## src/rtl/mc_core_param.sv

```systemverilog
// mc_core_param: parametrised multicycle MIPS-subset core with one shared ALU,
// a unified req/ack memory port and a halt state for illegal instructions.
module mc_core_param #(
    parameter int          NUM_REGS   = 8,
    parameter logic [31:0] RESET_PC   = 32'h0,
    parameter int          ADDR_WIDTH = 32
) (
    input  logic                  clock,
    input  logic                  reset,
    output logic [ADDR_WIDTH-1:0] mem_addr,
    output logic [31:0]           mem_wdata,
    output logic                  mem_we,
    output logic                  mem_req,
    input  logic                  mem_ack,
    input  logic [31:0]           mem_rdata,
    output logic [31:0]           pcQ,
    output logic [31:0]           instr,
    output logic [3:0]            state,
    output logic                  halted
);
    localparam int RW = (NUM_REGS > 1) ? $clog2(NUM_REGS) : 1;

    typedef enum logic [3:0] {
        S_FETCH  = 4'd0,
        S_DECODE = 4'd1,
        S_MEMADR = 4'd2,
        S_MEMRD  = 4'd3,
        S_MEMWB  = 4'd4,
        S_MEMWR  = 4'd5,
        S_EXEC   = 4'd6,
        S_ALUWB  = 4'd7,
        S_ADDIEX = 4'd8,
        S_ADDIWB = 4'd9,
        S_BRANCH = 4'd10,
        S_JUMP   = 4'd11,
        S_HALT   = 4'd12
    } state_t;

    typedef enum logic [2:0] {
        ALU_ADD, ALU_SUB, ALU_AND, ALU_OR, ALU_SLT
    } alu_t;

    state_t        st, st_nx;
    logic [31:0]   a, b, alu_out, mdr;
    logic [31:0]   rf [NUM_REGS];
    logic [5:0]    op, fn;
    logic [RW-1:0] rs, rt, rd;
    logic [31:0]   simm, rd_a, rd_b;
    logic          is_rt, is_r_alu, is_jr, is_addi;
    logic          is_lw, is_sw, is_beq, is_j, is_jal;
    logic [31:0]   alu_a, alu_b, alu_y;
    alu_t          alu_ctl;
    logic          rf_we;
    logic [RW-1:0] rf_wa;
    logic [31:0]   rf_wd;
    logic [31:0]   addr_full;

    assign op   = instr[31:26];
    assign fn   = instr[5:0];
    assign rs   = instr[21 +: RW];
    assign rt   = instr[16 +: RW];
    assign rd   = instr[11 +: RW];
    assign simm = {{16{instr[15]}}, instr[15:0]};
    assign rd_a = (rs == '0) ? '0 : rf[rs];
    assign rd_b = (rt == '0) ? '0 : rf[rt];

    assign is_rt    = (op == 6'b000000);
    assign is_r_alu = is_rt && (fn inside {6'b100000, 6'b100010,
                      6'b100100, 6'b100101, 6'b101010});
    assign is_jr    = is_rt && (fn == 6'b001000);
    assign is_addi  = (op == 6'b001000);
    assign is_lw    = (op == 6'b100011);
    assign is_sw    = (op == 6'b101011);
    assign is_beq   = (op == 6'b000100);
    assign is_j     = (op == 6'b000010);
    assign is_jal   = (op == 6'b000011);

    // The single ALU also produces pcQ+4 in FETCH and the branch target in DECODE.
    always_comb begin
        alu_a   = pcQ;
        alu_b   = 32'd4;
        alu_ctl = ALU_ADD;
        unique case (st)
            S_DECODE: alu_b = {simm[29:0], 2'b00};
            S_MEMADR, S_ADDIEX: begin
                alu_a = a;
                alu_b = simm;
            end
            S_EXEC: begin
                alu_a = a;
                alu_b = b;
                unique case (fn)
                    6'b100010: alu_ctl = ALU_SUB;
                    6'b100100: alu_ctl = ALU_AND;
                    6'b100101: alu_ctl = ALU_OR;
                    6'b101010: alu_ctl = ALU_SLT;
                    default:   alu_ctl = ALU_ADD;
                endcase
            end
            default: ;
        endcase
    end

    always_comb begin
        alu_y = alu_a + alu_b;
        unique case (alu_ctl)
            ALU_SUB: alu_y = alu_a - alu_b;
            ALU_AND: alu_y = alu_a & alu_b;
            ALU_OR:  alu_y = alu_a | alu_b;
            ALU_SLT: alu_y = {31'b0, $signed(alu_a) < $signed(alu_b)};
            default: ;
        endcase
    end

    always_comb begin
        rf_we = 1'b0;
        rf_wa = rt;
        rf_wd = alu_out;
        unique case (st)
            S_MEMWB: begin
                rf_we = 1'b1;
                rf_wd = mdr;
            end
            S_ALUWB: begin
                rf_we = 1'b1;
                rf_wa = rd;
            end
            S_ADDIWB: rf_we = 1'b1;
            S_JUMP: begin
                rf_we = is_jal;
                rf_wa = RW'(NUM_REGS - 1);
                rf_wd = pcQ;
            end
            default: ;
        endcase
    end

    always_comb begin
        st_nx     = st;
        mem_req   = 1'b0;
        mem_we    = 1'b0;
        addr_full = pcQ;
        unique case (st)
            S_FETCH: begin
                mem_req = 1'b1;
                if (mem_ack) st_nx = S_DECODE;
            end
            S_DECODE: begin
                unique case (1'b1)
                    is_lw, is_sw:  st_nx = S_MEMADR;
                    is_r_alu:      st_nx = S_EXEC;
                    is_jr:         st_nx = S_FETCH;
                    is_addi:       st_nx = S_ADDIEX;
                    is_beq:        st_nx = S_BRANCH;
                    is_j, is_jal:  st_nx = S_JUMP;
                    default:       st_nx = S_HALT;
                endcase
            end
            S_MEMADR: st_nx = is_lw ? S_MEMRD : S_MEMWR;
            S_MEMRD: begin
                mem_req   = 1'b1;
                addr_full = alu_out;
                if (mem_ack) st_nx = S_MEMWB;
            end
            S_MEMWR: begin
                mem_req   = 1'b1;
                mem_we    = 1'b1;
                addr_full = alu_out;
                if (mem_ack) st_nx = S_FETCH;
            end
            S_EXEC:   st_nx = S_ALUWB;
            S_ADDIEX: st_nx = S_ADDIWB;
            S_HALT:   st_nx = S_HALT;
            default:  st_nx = S_FETCH;
        endcase
        // Requests are masked while reset is held so nothing is issued mid-reset.
        if (reset) begin
            mem_req = 1'b0;
            mem_we  = 1'b0;
        end
    end

    assign mem_addr  = addr_full[ADDR_WIDTH-1:0];
    assign mem_wdata = b;
    assign state     = st;
    assign halted    = (st == S_HALT);

    always_ff @(posedge clock) begin
        if (reset) begin
            st      <= S_FETCH;
            pcQ     <= RESET_PC;
            instr   <= '0;
            a       <= '0;
            b       <= '0;
            alu_out <= '0;
            mdr     <= '0;
            for (int i = 0; i < NUM_REGS; i++) rf[i] <= '0;
        end else begin
            st <= st_nx;
            unique case (st)
                S_FETCH: begin
                    if (mem_ack) begin
                        instr <= mem_rdata;
                        pcQ   <= alu_y;
                    end
                end
                S_DECODE: begin
                    a       <= rd_a;
                    b       <= rd_b;
                    alu_out <= alu_y;
                    if (is_jr) pcQ <= rd_a;
                end
                S_MEMADR, S_EXEC, S_ADDIEX: alu_out <= alu_y;
                S_MEMRD: if (mem_ack) mdr <= mem_rdata;
                S_BRANCH: if (a == b) pcQ <= alu_out;
                S_JUMP: pcQ <= {pcQ[31:28], instr[25:0], 2'b00};
                default: ;
            endcase
            if (rf_we && rf_wa != '0) rf[rf_wa] <= rf_wd;
        end
    end
endmodule

```

## config.mk

```make
export PLATFORM = sky130hd
export DESIGN_NAME = mc_core_param
export DESIGN_NICKNAME = d
export VERILOG_FILES = /design/src/rtl/mc_core_param.sv
export SDC_FILE = /design/constraint.sdc
export NUM_CORES = 1
export LEC_CHECK = 0
export ABC_CLOCK_PERIOD_IN_PS = 6500
export CORE_UTILIZATION = 58
export CTS_CLUSTER_DIAMETER = 80
export CTS_CLUSTER_SIZE = 30
export DETAILED_ROUTE_END_ITERATION = 6
export PLACE_DENSITY = 0.88
export SLEW_MARGIN = 5
export SYNTH_ARGS = -nofsm -noshare
export SYNTH_HDL_FRONTEND = slang
export SYNTH_SLANG_ARGS = --single-unit
```

## constraint.sdc

```tcl
create_clock -name clock -period 6.5 [get_ports clock]
set_clock_uncertainty 0.1 [all_clocks]
set_input_delay 1.3 -clock clock [delete_from_list [all_inputs] [get_ports clock]]
set_output_delay 1.3 -clock clock [all_outputs]
set_load 0.05 [all_outputs]
```

==> impl_metrics.py <==
metrics = {
    "status": {
        "status": "finished with violations",
        "violations": "DRC",
    },
    "clock_network": {
        "cts_buffers": 25,
        "post_cts_buffers": 0,
        "clkTransAtPathRegs_ps": 110,
        "hold_buffers": 0,
        "cts_tree": "yes",
        "cts_sinks": 458,
        "cts_root_buf": "clkbuf_16",
        "clk_latency_ps": 630,
        "clk_path_buf_depth": 3,
        "ctsHtreeMaxLevel": 1,
        "ctsResizeCount": 0,
    },
    "worst_setup_path": {
        "cp-start-kind": "flip-flop",
        "reg2regPathDepth": 16,
        "path_class": "reg2reg",
        "cpPeakStageDelay_ps": 990,
        "startpoint": "state[3]",
        "cp_max_fo": 24,
        "path_cells": "xnor2_1, nor3_2, buf_4, nor2_4, mux2_2, ha_1, nor2b_1, a2111oi_4, a2111oi_0, a211oi_2, nor2_1, a21oi_1, xnor2_1, o221ai_1, a211oi_1, nor3_1",
        "crit_top_cell": "xnor2_1",
        "r2r_slack_ps": 630,
        "end_kind": "flip-flop",
        "r2r-end": "pcQ[28]",
        "critical-path-slowest-cell": "a2111oi_0",
        "cp.required_ps": 6870,
        "cp-endpoint": "pcQ[28]",
        "r2r-start": "state[3]",
        "cp.arrival_ps": 6240,
    },
    "hold_path": {
        "hold_path_class": "reg2reg",
    },
    "finish": {
        "fillers": 3401,
        "finalNetCount": 2909,
        "area_growth_pct": 11.8,
        "final_core_util": 0.663,
        "drive_gt1_frac": 0.135,
        "num_antenna_cells": 0,
    },
    "synthesis": {
        "synth_top_area_cell": "edfxtp_1",
        "ys_seq_area_frac": 0.432,
        "yosysMostFrequentCell": "nor2_1",
        "syn_inst": 2703,
        "syn-mean-instance-area_sq_um": 10.0,
        "synth_common_cells": "nor2_1 (483), edfxtp_1 (256), a21oi_1 (250), nand2_1 (208), dfxtp_1 (202)",
        "synth_edf_count": 256,
        "synth_area_leaders": "edfxtp_1 (28%), dfxtp_1 (15%), mux4_2 (11%)",
        "synth_seq_cells": 458,
        "ys.warnings.count": 0,
        "syn_area_sq_um": 27100,
        "ys_types": 90,
        "synth_top_area_share": 0.283,
        "ys_async_sr_fraction": 0,
        "synthFlopType": "edfxtp_1",
    },
    "pwr": {
        "p_leak_nw": 11.1,
        "p_per_area_nw_per_um2": 399,
        "netSwitchingPower_mw": 5.78,
        "ir_drop_mv": 0.349,
        "pwr-share-comb": 0.513,
        "switching_share": 0.477,
        "internal-power_mw": 6.33,
        "p_seq_frac": 0.325,
        "power_frac_clock": 0.163,
    },
    "drt": {
        "wire_per_inst_um": 29.1,
        "wl_um": 98600,
        "drtIter0Drc": 4736,
        "ant_nets": 0,
        "firstDrtPassIters": 7,
        "drc": 38,
        "vias": 24364,
        "viasPerCell": 7.18,
    },
    "floorplanning": {
        "start_util": 0.593,
        "core_sq_um": 45800,
        "fp.dieW_um": 218,
        "pin_count": 170,
        "dieArea_sq_um": 47600,
        "fp.dieH_um": 218,
        "rows": 78,
    },
    "global_route": {
        "grt_overflow_total": 0,
        "grt_max_degree": 117,
        "antenna_found_initial": 1,
        "grt_pass1_wl_um": 145000,
        "groute.usage.overall": 0.410,
        "first_global_vias": 23156,
    },
    "timing": {
        "fin_crit_ps": 5870,
        "slew_headroom": 0.0733,
        "setup_tns_ps": 0,
        "max_freq_mhz": 170,
        "hold_viol": 0,
        "min_period_over_period": 0.903,
        "tightest_slew_ps": 1390,
        "rsz0062_at_grt": "false",
        "slew_violations": 0,
        "setup_viol": 0,
    },
    "placed_design": {
        "port_buffers": 169,
        "place_hpwl_um": 68100,
        "routabilityCongestion": 1.03,
    },
    "job": {
        "maxCapViolations": 0,
    },
}
## metrics by stage
stage	cells	total power, mW	setup slack (ps)	hold slack [ps]	area (sq um)
4_1_cts	3395	11.9	643	363	30300
2_1_floorplan	2734	7.93	1450	336	27200
5_1_grt	3395	12.5	331	379	30300
6_report	3395	12.1	630	365	30300
3_5_place_dp	3349	9.91	673	348	29400
3_3_place_gp	3349	9.81	786	343	29400
## critical path, delay by kind of cell (launching register included)
family	cells	cell delay [ps]
AO/OA/AOI/OAI	6	1890
AND/OR/NAND/NOR	5	1490
XOR/XNOR	2	380
flip-flops	1	720
multiplexers	1	450
adder cells (fa/ha/maj)	1	440
buffers and inverters	1	240
## kinds of logic (layout without fill, tap and decap cells)
group | count (synthesis) | after routing | share of synthesized area
other cells | 1 | 32 | 0.000138
xor+xnor | 41 | 41 | 0.0132
mux | 268 | 268 | 0.162
flops | 458 | 458 | 0.432
fa+ha+maj | 98 | 98 | 0.0457
buf+inv | 314 | 375 | 0.0452
compound gates | 652 | 652 | 0.165
simple gates | 871 | 871 | 0.136
## placed cells by master, fill, tap and decap left out, drive strengths merged, types with 12 or more instances in the layout
cell	instances
nand3	16
mux2i	42
clkdlybuf4s50	168
a221oi	37
nand2	208
conb	32
a311oi	12
a21o	14
ha	96
nand4	12
nor2b	17
a211oi	35
edfxtp	256
nor3	60
clkbuf	30
a221o	16
inv	117
o211ai	20
buf	53
a21oi	252
dfxtp	202
nor4	19
a22oi	37
nor2	483
mux2	98
o21ai	66
mux4	128
o31ai	14
a22o	33
a222oi	12
xor2	32
nand2b	18
o21bai	18
## power groups by stage
stage | combinational, mW | clock (mW) | sequential, mW
4_1_cts | 6.02 | 1.97 | 3.87
3_5_place_dp | 5.98 | 0 | 3.93
6_report | 6.21 | 1.97 | 3.93
5_1_grt | 6.52 | 2.06 | 3.94
3_3_place_gp | 5.89 | 0 | 3.91
2_1_floorplan | 3.82 | 0 | 4.11
## layer usage
metal | part of all wire | track usage | up-vias
met5 | 0.00011 | 0 | -
met3 | 0.14 | 0.0999 | 451
met2 | 0.44 | 0.621 | 2206
met1 | 0.36 | 0.549 | 11636
met4 | 0.060 | 0.204 | 2
li1 | - | - | 10069
## how the worst min path moves through the flow
stage | startpoint | end | cells after the start
final | mdr[9] | mdr[9] | 2
after global routing | mdr[30] | mdr[30] | 2
after CTS | mdr[9] | mdr[9] | 2
after detailed placement | mdr[9] | mdr[9] | 2
after global placement | mdr[0] | mdr[0] | 2
after floorplan | mdr[30] | mdr[30] | 2
## final cells by class
cell class	count	area (sq um)	share of cell area
Clock buffer	29	641	0.0211
Clock inverter	17	288	0.00949
Inverter	107	402	0.0132
Multi-Input combinational cell	1962	14400	0.475
Sequential cell	458	11700	0.387
Tap cell	600	751	0.0248
Timing Repair Buffer	222	2090	0.0690
## state kept, by name, summed over array words and instances, names as in the netlist, named ones only
signal	cells
state	4
mdr	32
alu_out	32
instr	32
pcQ	32
a	32
rf	256
mem_wdata	32
(Power assumes the default switching activity.)
